==> config.mk <==
export PLATFORM = sky130hd
export DESIGN_NAME = srl_fifo32
export DESIGN_NICKNAME = d
export VERILOG_FILES = /design/src/rtl/srl_pkg.sv /design/src/rtl/srl_fifo32_srlc32e.sv /design/src/rtl/srl_fifo32.sv
export SDC_FILE = /design/constraint.sdc
export NUM_CORES = 1
export LEC_CHECK = 0
export CORE_MARGIN = 3
export CORE_UTILIZATION = 40
export CTS_CLUSTER_SIZE = 25
export DETAILED_ROUTE_END_ITERATION = 8
export PLACE_DENSITY = 0.6
export SLEW_MARGIN = 0
export SYNTH_ARGS = -nofsm -noshare
export SYNTH_HDL_FRONTEND = slang
export SYNTH_SLANG_ARGS = --single-unit
==> constraint.sdc <==
create_clock -name CLK -period 8.9 [get_ports CLK]
set_clock_uncertainty 0.1 [all_clocks]
set_input_delay 1.78 -clock CLK [delete_from_list [all_inputs] [get_ports CLK]]
set_output_delay 1.78 -clock CLK [all_outputs]
set_load 0.03 [all_outputs]
==> src/rtl/srl_pkg.sv <==
// Shared constants and types for the shift-register FIFO.
// WIDTH is a module parameter. Depth and count width are fixed here.
package srl_pkg;

  localparam int unsigned DEPTH  = 32;
  localparam int unsigned CNT_W  = 6;
  localparam int unsigned ADDR_W = 5;

  typedef logic [CNT_W-1:0]  cnt_t;
  typedef logic [ADDR_W-1:0] addr_t;

  localparam cnt_t CNT_FULL = cnt_t'(DEPTH);

  // The oldest word sits at index cnt-1. Wrapping at cnt=32 gives address 31.
  function automatic addr_t oldest_addr(input cnt_t cnt);
    return addr_t'(cnt[ADDR_W-1:0] - addr_t'(1));
  endfunction

endpackage

==> src/rtl/srl_fifo32_srlc32e.sv <==
// Behavioural model of a 32-bit addressable shift register with clock enable (SRLC32E).
// The contents have no reset.
module SRLC32E (
  input  logic       CLK,
  input  logic       CE,
  input  logic [4:0] A,
  input  logic       D,
  output logic       Q,
  output logic       Q31
);

  logic [31:0] sr_q;

  always_ff @(posedge CLK) begin
    if (CE) sr_q <= {sr_q[30:0], D};
  end

  assign Q   = sr_q[A];
  assign Q31 = sr_q[31];

endmodule

==> src/rtl/srl_fifo32.sv <==
// 32-deep FIFO built from per-bit addressable shift registers, followed by one output register.
// LEVEL counts the words in the shift array plus the word in the output register.
module srl_fifo32
  import srl_pkg::*;
#(
  parameter int unsigned      WIDTH     = 8,
  parameter logic [WIDTH-1:0] INIT_DATA = '0
) (
  input  logic             CLK,
  input  logic             RST,
  input  logic             S_VALID,
  output logic             S_READY,
  input  logic [WIDTH-1:0] S_DATA,
  output logic             M_VALID,
  input  logic             M_READY,
  output logic [WIDTH-1:0] M_DATA,
  output logic [5:0]       LEVEL
);

  cnt_t             cnt_q, cnt_d;
  logic             m_valid_q, m_valid_d;
  logic [WIDTH-1:0] m_data_q, m_data_d;

  logic             push, pop;
  addr_t            rd_addr;
  logic [WIDTH-1:0] rd_data;
  logic [WIDTH-1:0] srl_q31_unused;

  assign S_READY = (cnt_q != CNT_FULL) && !RST;
  assign push    = S_VALID && S_READY;
  assign pop     = (cnt_q != '0) && (!m_valid_q || M_READY);
  assign rd_addr = oldest_addr(cnt_q);

  for (genvar b = 0; b < WIDTH; b++) begin : g_srl
    SRLC32E u_srl (
      .CLK (CLK),
      .CE  (push),
      .A   (rd_addr),
      .D   (S_DATA[b]),
      .Q   (rd_data[b]),
      .Q31 (srl_q31_unused[b])
    );
  end

  // rd_data is read before the shift on this edge, so a simultaneous push cannot disturb it.
  always_comb begin
    cnt_d     = cnt_q + cnt_t'(push) - cnt_t'(pop);
    m_valid_d = m_valid_q;
    m_data_d  = m_data_q;
    if (pop) begin
      m_valid_d = 1'b1;
      m_data_d  = rd_data;
    end else if (M_READY) begin
      m_valid_d = 1'b0;
    end
  end

  always_ff @(posedge CLK) begin
    if (RST) begin
      cnt_q     <= '0;
      m_valid_q <= 1'b0;
      m_data_q  <= INIT_DATA;
    end else begin
      cnt_q     <= cnt_d;
      m_valid_q <= m_valid_d;
      m_data_q  <= m_data_d;
    end
  end

  assign M_VALID = m_valid_q;
  assign M_DATA  = m_data_q;
  assign LEVEL   = cnt_q + cnt_t'(m_valid_q);

endmodule

==> key figures, run 1 <==
Synthesis
  – Share of the synthesized area in the top cell type: 0.709
  – Post-synth EDFFs: 256
  – Sequential share of the synthesized area: 0.737
  – Synth top area cells: edfxtp_1 (71%), mux4_2 (7.3%), mux4_1 (3.6%)
  – YS warnings: 0
  – Leading area contributor after synthesis: edfxtp_1
  – Post-synth net total: 584
  – Yosys cell types: 36
  – Most numerous cell in the Yosys netlist: edfxtp_1
  – Post-synth top cells: edfxtp_1 (256), mux4_2 (35), nand2_1 (30), mux2_2 (28), nor2_1 (19)
  – Post-Syn Area: 10,800 um^2
  – Dominant synthesized flop cell: edfxtp_1
  – Cells after Synth: 553
  – Synth Area per Inst: 19.6 um^2
  – Flops & latches, synth: 271
  – Fraction of registers with async set/reset: 0

Routing
  – DR DRC count: 0
  – Drt total wl: 19.5 mm
  – Vias post-DR: 5,252
  – First-iteration detailed-routing DRC count: 361
  – 1st-pass router iterations: 5
  – Antenna Nets Post-Route: 0
  – Routed WL per cell: 20.5 um
  – Post-DR vias/cell: 5.51

Clocking
  – Root buffer cell: clkbuf_16
  – H-tree depth: 1
  – CTS Buf Count: 29
  – CTS Hold Bufs: 0
  – CTS tree: yes
  – Clock latency on the worst-skew pair: 0.53 ns
  – Clock slew seen by the registers of the worst setup and hold paths: around 0.06 ns
  – Max Root-Sink Buffers: 3
  – Post_cts resized: 0
  – Clock sinks: ~270
  – Setup Fix Bufs, Post-CTS: 0

GRT
  – GRT Overall Usage: 0.138
  – Congestion Overflow GR: 0
  – Vias in the first global route: approximately 5,500
  – Largest net degree at the start of global routing: ~170
  – Initial antenna violation count: 0
  – Global-route wire length before repair: 31.7 mm

Timing
  – Setup WS post-layout: 3.66 ns
  – Final max-slew violation count: 0
  – Slew Limit Headroom: 0.232
  – WHS: 0.338 ns
  – Fin crit share: 0.589
  – RSZ-0062 raised after global routing: false
  – Setup tns final: 0 ns
  – Endpoints failing setup: 0
  – Final Hold Vio Count: 0
  – Peak Freq: 191 MHz
  – Crit path time final: 5.24 ns
  – Worst-Margin Slew: 1.15 ns

Floorplan
  – Core area: 26,400 um^2
  – Row count: 59
  – Die Width: 171 um
  – Top-level I/O count: 28
  – Die ar.: 29,100 um^2
  – Starting density of the core: 0.411
  – Chip Height: approximately 170 um

Critical path
  – Slowest cell on crit path: clkdlybuf4s50_1
  – Most common cell on crit path: clkdlybuf4s50_1
  – Worst-path cell chain: clkdlybuf4s50_1, buf_4, a31oi_1, clkdlybuf4s50_1
  – CP Data Required Time: 7.02 ns
  – Startpoint types: input port
  – Crit-path max cell delay: 0.72 ns
  – Crit Path Category: input port to primary output
  – Arr. time, crit path: about 3.4 ns
  – Worst Path Max Fanout: 16
  – Setup crit end kind: primary output

Place
  – Post-Place Cells: ~900
  – Dpl cell area: 11,500 um^2
  – HPWL after detailed placement: 11.3 mm
  – GP Congestion: 0.737
  – I/O Buffers: 27
  – Pre-CTS setup slack: 3.60 ns

Flow run
  – Max Cap Viol: 0

Power
  – Worst VDD drop: 0.192 mV
  – Leakage: 4.15 nW
  – Pwr per Cell Area: around 360 nW/um^2
  – Tot Pwr: 4.46 mW

Cells and area
  – Final core utilization: 0.473
  – Share of cells above drive strength 1: 0.196
  – Final std cells w/o fill: 953
  – Antenna Cells: 0
  – Final #Nets: approximately 630
  – Area Overhead vs Synth: 15.0%
  – Design Area, Final: 12,500 um^2

Worst hold path
  – Worst Hold Class: flip-flop to flip-flop

Outcome
  – Status: complete, no violations
[sequential cells by signal, summed over array words and instances, names as in the netlist]
signal and flops:
g_srl.u_srl.sr_q 256, M_DATA 8, cnt_q 6, M_VALID 1
[worst max-delay path, delay by kind of cell]
family | cells | cell delay, ns
AOI/OAI and AO/OA | 1 | 0.23
buffers and inverters | 3 | 1.33
[per-layer routing]
layer | part of all wire | routed length [um] | up-vias | GRT usage
met2 | 0.46 | 9080 | 142 | 0.210
met3 | 0.043 | 835 | 31 | 0.0256
li1 | - | - | 2350 | -
met1 | 0.47 | 9260 | 2729 | 0.206
met5 | 0 | 0 | - | 0
met4 | 0.018 | 355 | 0 | 0.0370
[cells in the final DEF (no fill, tap or decap), types with 9 or more instances in the layout]
| master | count |
|---|---|
| edfxtp_1 | 256 |
| mux4_2 | 35 |
| nand2_1 | 30 |
| clkbuf_16 | 29 |
| mux2_2 | 28 |
| clkdlybuf4s50_1 | 27 |
| nor2_1 | 19 |
| ha_1 | 17 |
| mux4_1 | 15 |
| dfxtp_1 | 14 |
| o22ai_1 | 14 |
| inv_1 | 10 |
| a21oi_1 | 10 |
| buf_4 | 9 |
[power by group]
part / internal (mW) / switching [mW] / leakage (nW) / total (mW)
Combinational: 0.732 / 0.934 / 1.17 / 1.67
Sequential: 1.56 / 0.0739 / 2.52 / 1.63
Clock: 0.704 / 0.464 / 0.458 / 1.17
[final timing paths]
check / startpoint / endpoint / slack, ns / cells after the start
setup / recovery: RST / S_READY / 3.66 / 4
hold / removal: g_srl[3].u_srl.sr_q[16] / g_srl[3].u_srl.sr_q[17] / 0.34 / 0
setup reg to reg: cnt_q[2] / g_srl[3].u_srl.sr_q[28] / 4.79 / 6
hold reg to reg: g_srl[3].u_srl.sr_q[16] / g_srl[3].u_srl.sr_q[17] / 0.34 / 0
[cell families (layout without fill, tap and decap cells)]
logic type,after synthesis,in the layout,synth area share
AND/OR/NAND/NOR,71,71,0.0289
multiplexers,85,85,0.145
flip-flops,271,271,0.737
XOR/XNOR,12,12,0.0104
buffers and inverters,35,100,0.0144
AO/OA/AOI/OAI,60,60,0.0422
adder cells (fa/ha/maj),19,19,0.0226
[cell type report]
type	instances	area, um^2
well taps	335	419
clock buffers	42	835
fillers	2130	13900
flip-flops and latches	271	7990
clock inverters	10	103
inverters	12	52.6
multi-input cells	247	2740
repair buffers	36	338
No activity file was read; power rests on OpenSTA's default activity.
==> inputs of run 2 (changes only) <==
==> constraint.sdc (replaced) <==
create_clock -name CLK -period 5.38 [get_ports CLK]
set_clock_uncertainty 0.1 [all_clocks]
set_input_delay 1.076 -clock CLK [delete_from_list [all_inputs] [get_ports CLK]]
set_output_delay 1.076 -clock CLK [all_outputs]
set_load 0.03 [all_outputs]
==> key figures, run 2 (synthesis results as in run 1) <==
Floorplan
  – Starting density of the core: 0.411 (unchanged)
  – Top-level I/O count: 28 (unchanged)
  – Die Width: 171 um (unchanged)
  – Core area: 26,400 um^2 (unchanged)
  – Row count: 59 (unchanged)
  – Die ar.: 29,100 um^2 (unchanged)
  – Chip Height: 171 um (unchanged)

Cells and area
  – Final core utilization: 0.477 (+0.00366)
  – Final #Nets: 628 (unchanged)
  – Most common cell after layout, fill and taps aside: edfxtp_1
  – Multi-input logic area: 2750 um^2 (+0.37%)
  – Final std cells w/o fill: 949 (-0.42%)
  – # fillers: 2,115 (-0.70%)
  – FF/Latch Area: 7990 um^2 (unchanged)
  – Biggest register: g_srl.u_srl.sr_q
  – Most frequent cells in the layout: edfxtp_1 (256), mux4_2 (35), nand2_1 (29)
  – Max FFs per register: 256 (unchanged)
  – Antenna Cells: 0 (unchanged)
  – Area Overhead vs Synth: 15.9%
  – Share of cells above drive strength 1: 0.197 (+0.00128)

Clocking
  – Post_cts resized: 0 (unchanged)
  – CTS tree: yes
  – Setup Fix Bufs, Post-CTS: 0 (unchanged)
  – H-tree depth: 1 (unchanged)
  – Max Root-Sink Buffers: 3 (unchanged)
  – CTS Buf Count: 27 (-6.9%)
  – Clock latency on the worst-skew pair: 0.52 ns (about the same)
  – Root buffer cell: clkbuf_16
  – Clock sinks: 271 (unchanged)
  – Clock slew seen by the registers of the worst setup and hold paths: 0.06 ns (about the same)
  – CTS Hold Bufs: 0 (unchanged)

Critical path
  – Slowest cell on crit path: clkdlybuf4s50_1
  – Crit-path max cell delay: 0.68 ns (-0.04 ns)
  – R2r startpoint: cnt_q[2]
  – Top delay family on crit path: buffers and inverters
  – Flop-to-flop setup slack: 1.67 ns (-3.12 ns)
  – Worst reg-to-reg path cell count: 8 (+2)
  – Most common cell on crit path: ha_1
  – Startpoint types: flip-flop
  – Buf+Inv Stages, Crit Path: 2 (-1)
  – Crit Path Category: flip-flop to primary output
  – Worst-path cell chain: buf_4, ha_1, ha_1, nand2_1, xnor2_1, clkdlybuf4s50_1
  – CP Data Required Time: 4.20 ns (-2.82 ns)
  – Setup crit end kind: primary output
  – Arr. time, crit path: 2.76 ns (-0.60 ns)
  – Worst Path Max Fanout: 32 (+16)
  – Worst R2R End: M_DATA[5]

Place
  – HPWL after detailed placement: 11.7 mm (+3.0%)
  – GP Congestion: 0.769 (+4.3%)
  – Post-Place Cells: 903 (+0.22%)
  – I/O Buffers: 27 (unchanged)

GRT
  – Global-route wire length before repair: 31.7 mm (-0.20%)
  – Largest net degree at the start of global routing: 86 (-49%)
  – Vias in the first global route: 5,523 (+0.40%)
  – Initial antenna violation count: 0 (unchanged)
  – Congestion Overflow GR: 0 (unchanged)
  – GRT Overall Usage: 0.137 (-0.000626)

Timing
  – Fin crit share: 0.732
  – Peak Freq: 254 MHz
  – Final max-slew violation count: 0 (unchanged)
  – Endpoints failing setup: 0 (unchanged)
  – Worst-Margin Slew: 1.26 ns (+0.108 ns)
  – Final Hold Vio Count: 0 (unchanged)
  – Crit path time final: slightly below 4 ns
  – RSZ-0062 raised after global routing: false
  – Slew Limit Headroom: 0.156 (-0.0760)

Routing
  – 1st-pass router iterations: 4 (-1)
  – DR DRC count: 0 (unchanged)
  – Drt total wl: 19.6 mm (+0.38%)
  – Antenna Nets Post-Route: 0 (unchanged)
  – Post-DR vias/cell: 5.55 (+0.65%)
  – Routed WL per cell: 20.7 um (+0.80%)
  – Vias post-DR: 5,264 (+0.23%)
  – First-iteration detailed-routing DRC count: 376 (+4.2%)

Worst hold path
  – WHS Endpoint: g_srl[0].u_srl.sr_q[20]
  – Hold depth: 0 (unchanged)
  – Hold Startpoint: g_srl[0].u_srl.sr_q[19]
  – Worst Hold Class: flip-flop to flip-flop

Power
  – Pwr per Cell Area: 599 nW/um^2 (+67%)
  – Worst VDD drop: 0.241 mV (+25%)
  – Leakage: 4.18 nW (+0.56%)
  – Tot Pwr: 7.53 mW (+69%)

Flow run
  – Max Cap Viol: 0 (unchanged)

Outcome
  – Status: complete, no violations
## run 2: cell count changes in the layout (fill, tap and decap cells not counted), sizes merged
| cell | before | now |
|---|---|---|
| clkbuf | 42 | 34 |
| bufinv | 2 | 8 |
| clkinv | 6 | 3 |
| buf | 9 | 11 |
| inv | 13 | 11 |
| clkinvlp | 1 | 2 |
## run 2: per-stage QoR
step | worst slack, ns | setup TNS, ns | instance area [um^2] | hold slack, ns
global placement | 1.56 | 0 | 11600 | 0.320
floorplan | -0.323 | -82.69 | 10900 | 0.317
CTS | 1.33 | 0 | 12600 | 0.342
detailed placement | 1.43 | 0 | 11600 | 0.327
finish | 1.44 | 0 | 12600 | 0.336
global route | 1.19 | 0 | 12600 | 0.352
## run 2: final cells by class
class,count,share of cell area
flip-flops and latches,271,0.636
multi-input cells,247,0.218
clock buffers,34,0.0574
well taps,335,0.0334
repair buffers,38,0.0301
clock inverters,12,0.0207
inverters,12,0.00428
## run 2: worst max-delay path by stage
stage	startpoint	to	slack, ns	depth (start not counted)
2_1_floorplan	RST	g_srl[0].u_srl.sr_q[0]	-0.32	4
3_3_place_gp	RST	g_srl[3].u_srl.sr_q[22]	1.56	5
3_5_place_dp	RST	g_srl[6].u_srl.sr_q[0]	1.43	5
4_1_cts	cnt_q[0]	LEVEL[4]	1.33	6
5_1_grt	cnt_q[0]	LEVEL[4]	1.19	6
6_report	cnt_q[0]	LEVEL[4]	1.44	6
## run 2: power by group
group	internal, mW	leakage, nW	switching (mW)
logic	1.21	1.18	1.55
registers	2.57	2.52	0.129
clock network	1.32	0.473	0.746
## run 2: layer usage
metal  vias up  global-route usage  part of all wire
li1       2352                   -                 -
met1      2749               0.200              0.46
met2       124               0.214              0.47
met3        39              0.0270             0.048
met4         0              0.0356             0.022
met5         -                   0                 0
==> inputs of run 3 (changes only) <==
--- a/config.mk
+++ b/config.mk
@@ -9,7 +9,7 @@
 export CORE_UTILIZATION = 40
 export CTS_CLUSTER_SIZE = 25
 export DETAILED_ROUTE_END_ITERATION = 8
-export PLACE_DENSITY = 0.6
+export PLACE_DENSITY = 0.62
 export SLEW_MARGIN = 0
 export SYNTH_ARGS = -nofsm -noshare
 export SYNTH_HDL_FRONTEND = slang
==> constraint.sdc (replaced) <==
create_clock -name CLK -period 3.5 [get_ports CLK]
set_clock_uncertainty 0.1 [all_clocks]
set_input_delay 0.7 -clock CLK [delete_from_list [all_inputs] [get_ports CLK]]
set_output_delay 0.7 -clock CLK [all_outputs]
set_load 0.03 [all_outputs]
==> key figures, run 3 (synthesis results as in run 1) <==
Routing
  – Vias post-DR: 5,243 (-0.40%)
  – Routed WL per cell: 20.4 um (-1.2%)
  – 1st-pass router iterations: 5 (+1)
  – Drt total wl: 19.6 mm (-0.11%)
  – Antenna Nets Post-Route: 0 (unchanged)
  – DR DRC count: 0 (unchanged)
  – First-iteration detailed-routing DRC count: 373 (-0.80%)
  – Post-DR vias/cell: 5.47 (-1.4%)

Clocking
  – Clock slew seen by the registers of the worst setup and hold paths: 0.06 ns (about the same)
  – CTS tree: yes
  – CTS Hold Bufs: 0 (unchanged)
  – Clock sinks: 271 (unchanged)
  – Clock latency on the worst-skew pair: 0.52 ns (about the same)
  – Setup Fix Bufs, Post-CTS: 0 (unchanged)
  – H-tree depth: 1 (unchanged)
  – CTS Buf Count: 27 (unchanged)
  – Max Root-Sink Buffers: 3 (unchanged)
  – Post_cts resized: 0 (unchanged)
  – Root buffer cell: clkbuf_16

Floorplan
  – Row count: 59 (unchanged)
  – Die ar.: 29,100 um^2 (unchanged)
  – Starting density of the core: 0.411 (unchanged)
  – Core area: 26,400 um^2 (unchanged)
  – Die Width: 171 um (unchanged)
  – Top-level I/O count: 28 (unchanged)
  – Chip Height: 171 um (unchanged)

Cells and area
  – Multi-input logic area: 2750 um^2 (unchanged)
  – # fillers: 2,105 (-0.47%)
  – Final #Nets: 634 (+0.96%)
  – Antenna Cells: 0 (unchanged)
  – Most frequent cells in the layout: edfxtp_1 (256), mux4_2 (35), nand2_1 (29)
  – FF/Latch Area: 7990 um^2 (about the same)
  – Max FFs per register: 256 (unchanged)
  – Final std cells w/o fill: 959 (+1.1%)
  – Most common cell after layout, fill and taps aside: edfxtp_1
  – Biggest register: g_srl.u_srl.sr_q
  – Area Overhead vs Synth: 15.7%
  – Share of cells above drive strength 1: 0.199 (+0.00165)

Critical path
  – Flop-to-flop setup slack: 0.40 ns (-1.27 ns)
  – CP Data Required Time: 2.70 ns (-1.50 ns)
  – Worst Path Max Fanout: 7 (-78%)
  – Setup crit end kind: primary output
  – Startpoint types: flip-flop
  – Crit Path Category: flip-flop to primary output
  – Arr. time, crit path: 2.56 ns (-0.20 ns)

Worst hold path
  – Worst Hold Class: flip-flop to flip-flop

Outcome
  – Status: complete, no violations

Power
  – Worst VDD drop: 0.390 mV (+62%)
  – Pwr per Cell Area: 903 nW/um^2 (+51%)
  – Leakage: 4.17 nW (-0.12%)
  – Tot Pwr: 11.3 mW (+51%)

Timing
  – Final Hold Vio Count: 0 (unchanged)
  – Peak Freq: about 300 MHz
  – Fin crit share: 0.959
  – Crit path time final: 3.36 ns
  – WHS: 0.340 ns (+0.00386 ns)
  – RSZ-0062 raised after global routing: false
  – Endpoints failing setup: 0 (unchanged)
  – Worst-Margin Slew: 0.626 ns (-0.634 ns)
  – Final max-slew violation count: 0 (unchanged)
  – Slew Limit Headroom: 0.572 (+0.416)

GRT
  – Largest net degree at the start of global routing: 107 (+24%)
  – Congestion Overflow GR: 0 (unchanged)
  – Global-route wire length before repair: 31.6 mm (-0.28%)
  – GRT Overall Usage: 0.137 (-0.000476)
  – Initial antenna violation count: 0 (unchanged)
  – Vias in the first global route: 5,491 (-0.58%)

Place
  – Post-Place Cells: 909 (+0.66%)
  – GP Congestion: 0.755 (-1.8%)
  – HPWL after detailed placement: 12.2 mm (+4.7%)
  – I/O Buffers: 27 (unchanged)

Flow run
  – Max Cap Viol: 0 (unchanged)
==> run 3: cell types whose count changed in the layout (fill, tap and decap cells not counted) <==
cell,delta
clkbuf_8,+1
clkinvlp_4,-1
buf_12,+2
clkinv_2,+1
inv_12,+1
clkbuf_1,+6
dfxtp_2,-1
clkinv_1,+1
buf_4,+4
bufinv_16,-5
dfxtp_4,+1
==> run 3: final timing paths <==
path,start,endpoint,cells after the start
min reg2reg,g_srl[7].u_srl.sr_q[27],g_srl[7].u_srl.sr_q[28],0
max,cnt_q[2],S_READY,4
min,g_srl[7].u_srl.sr_q[27],g_srl[7].u_srl.sr_q[28],0
max reg2reg,cnt_q[2],cnt_q[4],13
==> run 3: metrics by stage <==
step	utilization	instance area, um^2	setup slack (ns)	TNS [ns]
after floorplan	-	10900	-2.04	-523.23
after CTS	0.476	12500	0.0924	0
after global placement	0.443	11700	0.199	0
final	0.476	12500	0.145	0
after global routing	0.476	12500	0.0276	0
after detailed placement	0.443	11700	0.180	0
==> run 3: critical path, cell delays in order, from the launching register on <==
cell and delay [ns]:
dfxtp_1 0.59, inv_1 0.22, ha_1 0.32, a31oi_4 0.19, clkdlybuf4s50_1 0.71
==> run 3: routing by layer <==
layer  share of wire  up-vias  GRT usage
met4           0.015        0     0.0360
met3           0.051       26     0.0203
li1                -     2362          -
met1            0.45     2719      0.201
met2            0.48      136      0.216
met5               0        -          0
==> run 3: layout make-up <==
class | instances | share of cell area
clock buffers | 41 | 0.0604
flip-flops and latches | 271 | 0.637
clock inverters | 9 | 0.00958
multi-input cells | 247 | 0.219
inverters | 12 | 0.00489
repair buffers | 44 | 0.0357
well taps | 335 | 0.0334
==> run 3: power by group <==
part	switching (mW)	leakage (nW)	internal, mW
Clock	1.14	0.427	1.71
Combinational	2.33	1.22	1.97
Sequential	0.235	2.52	3.95
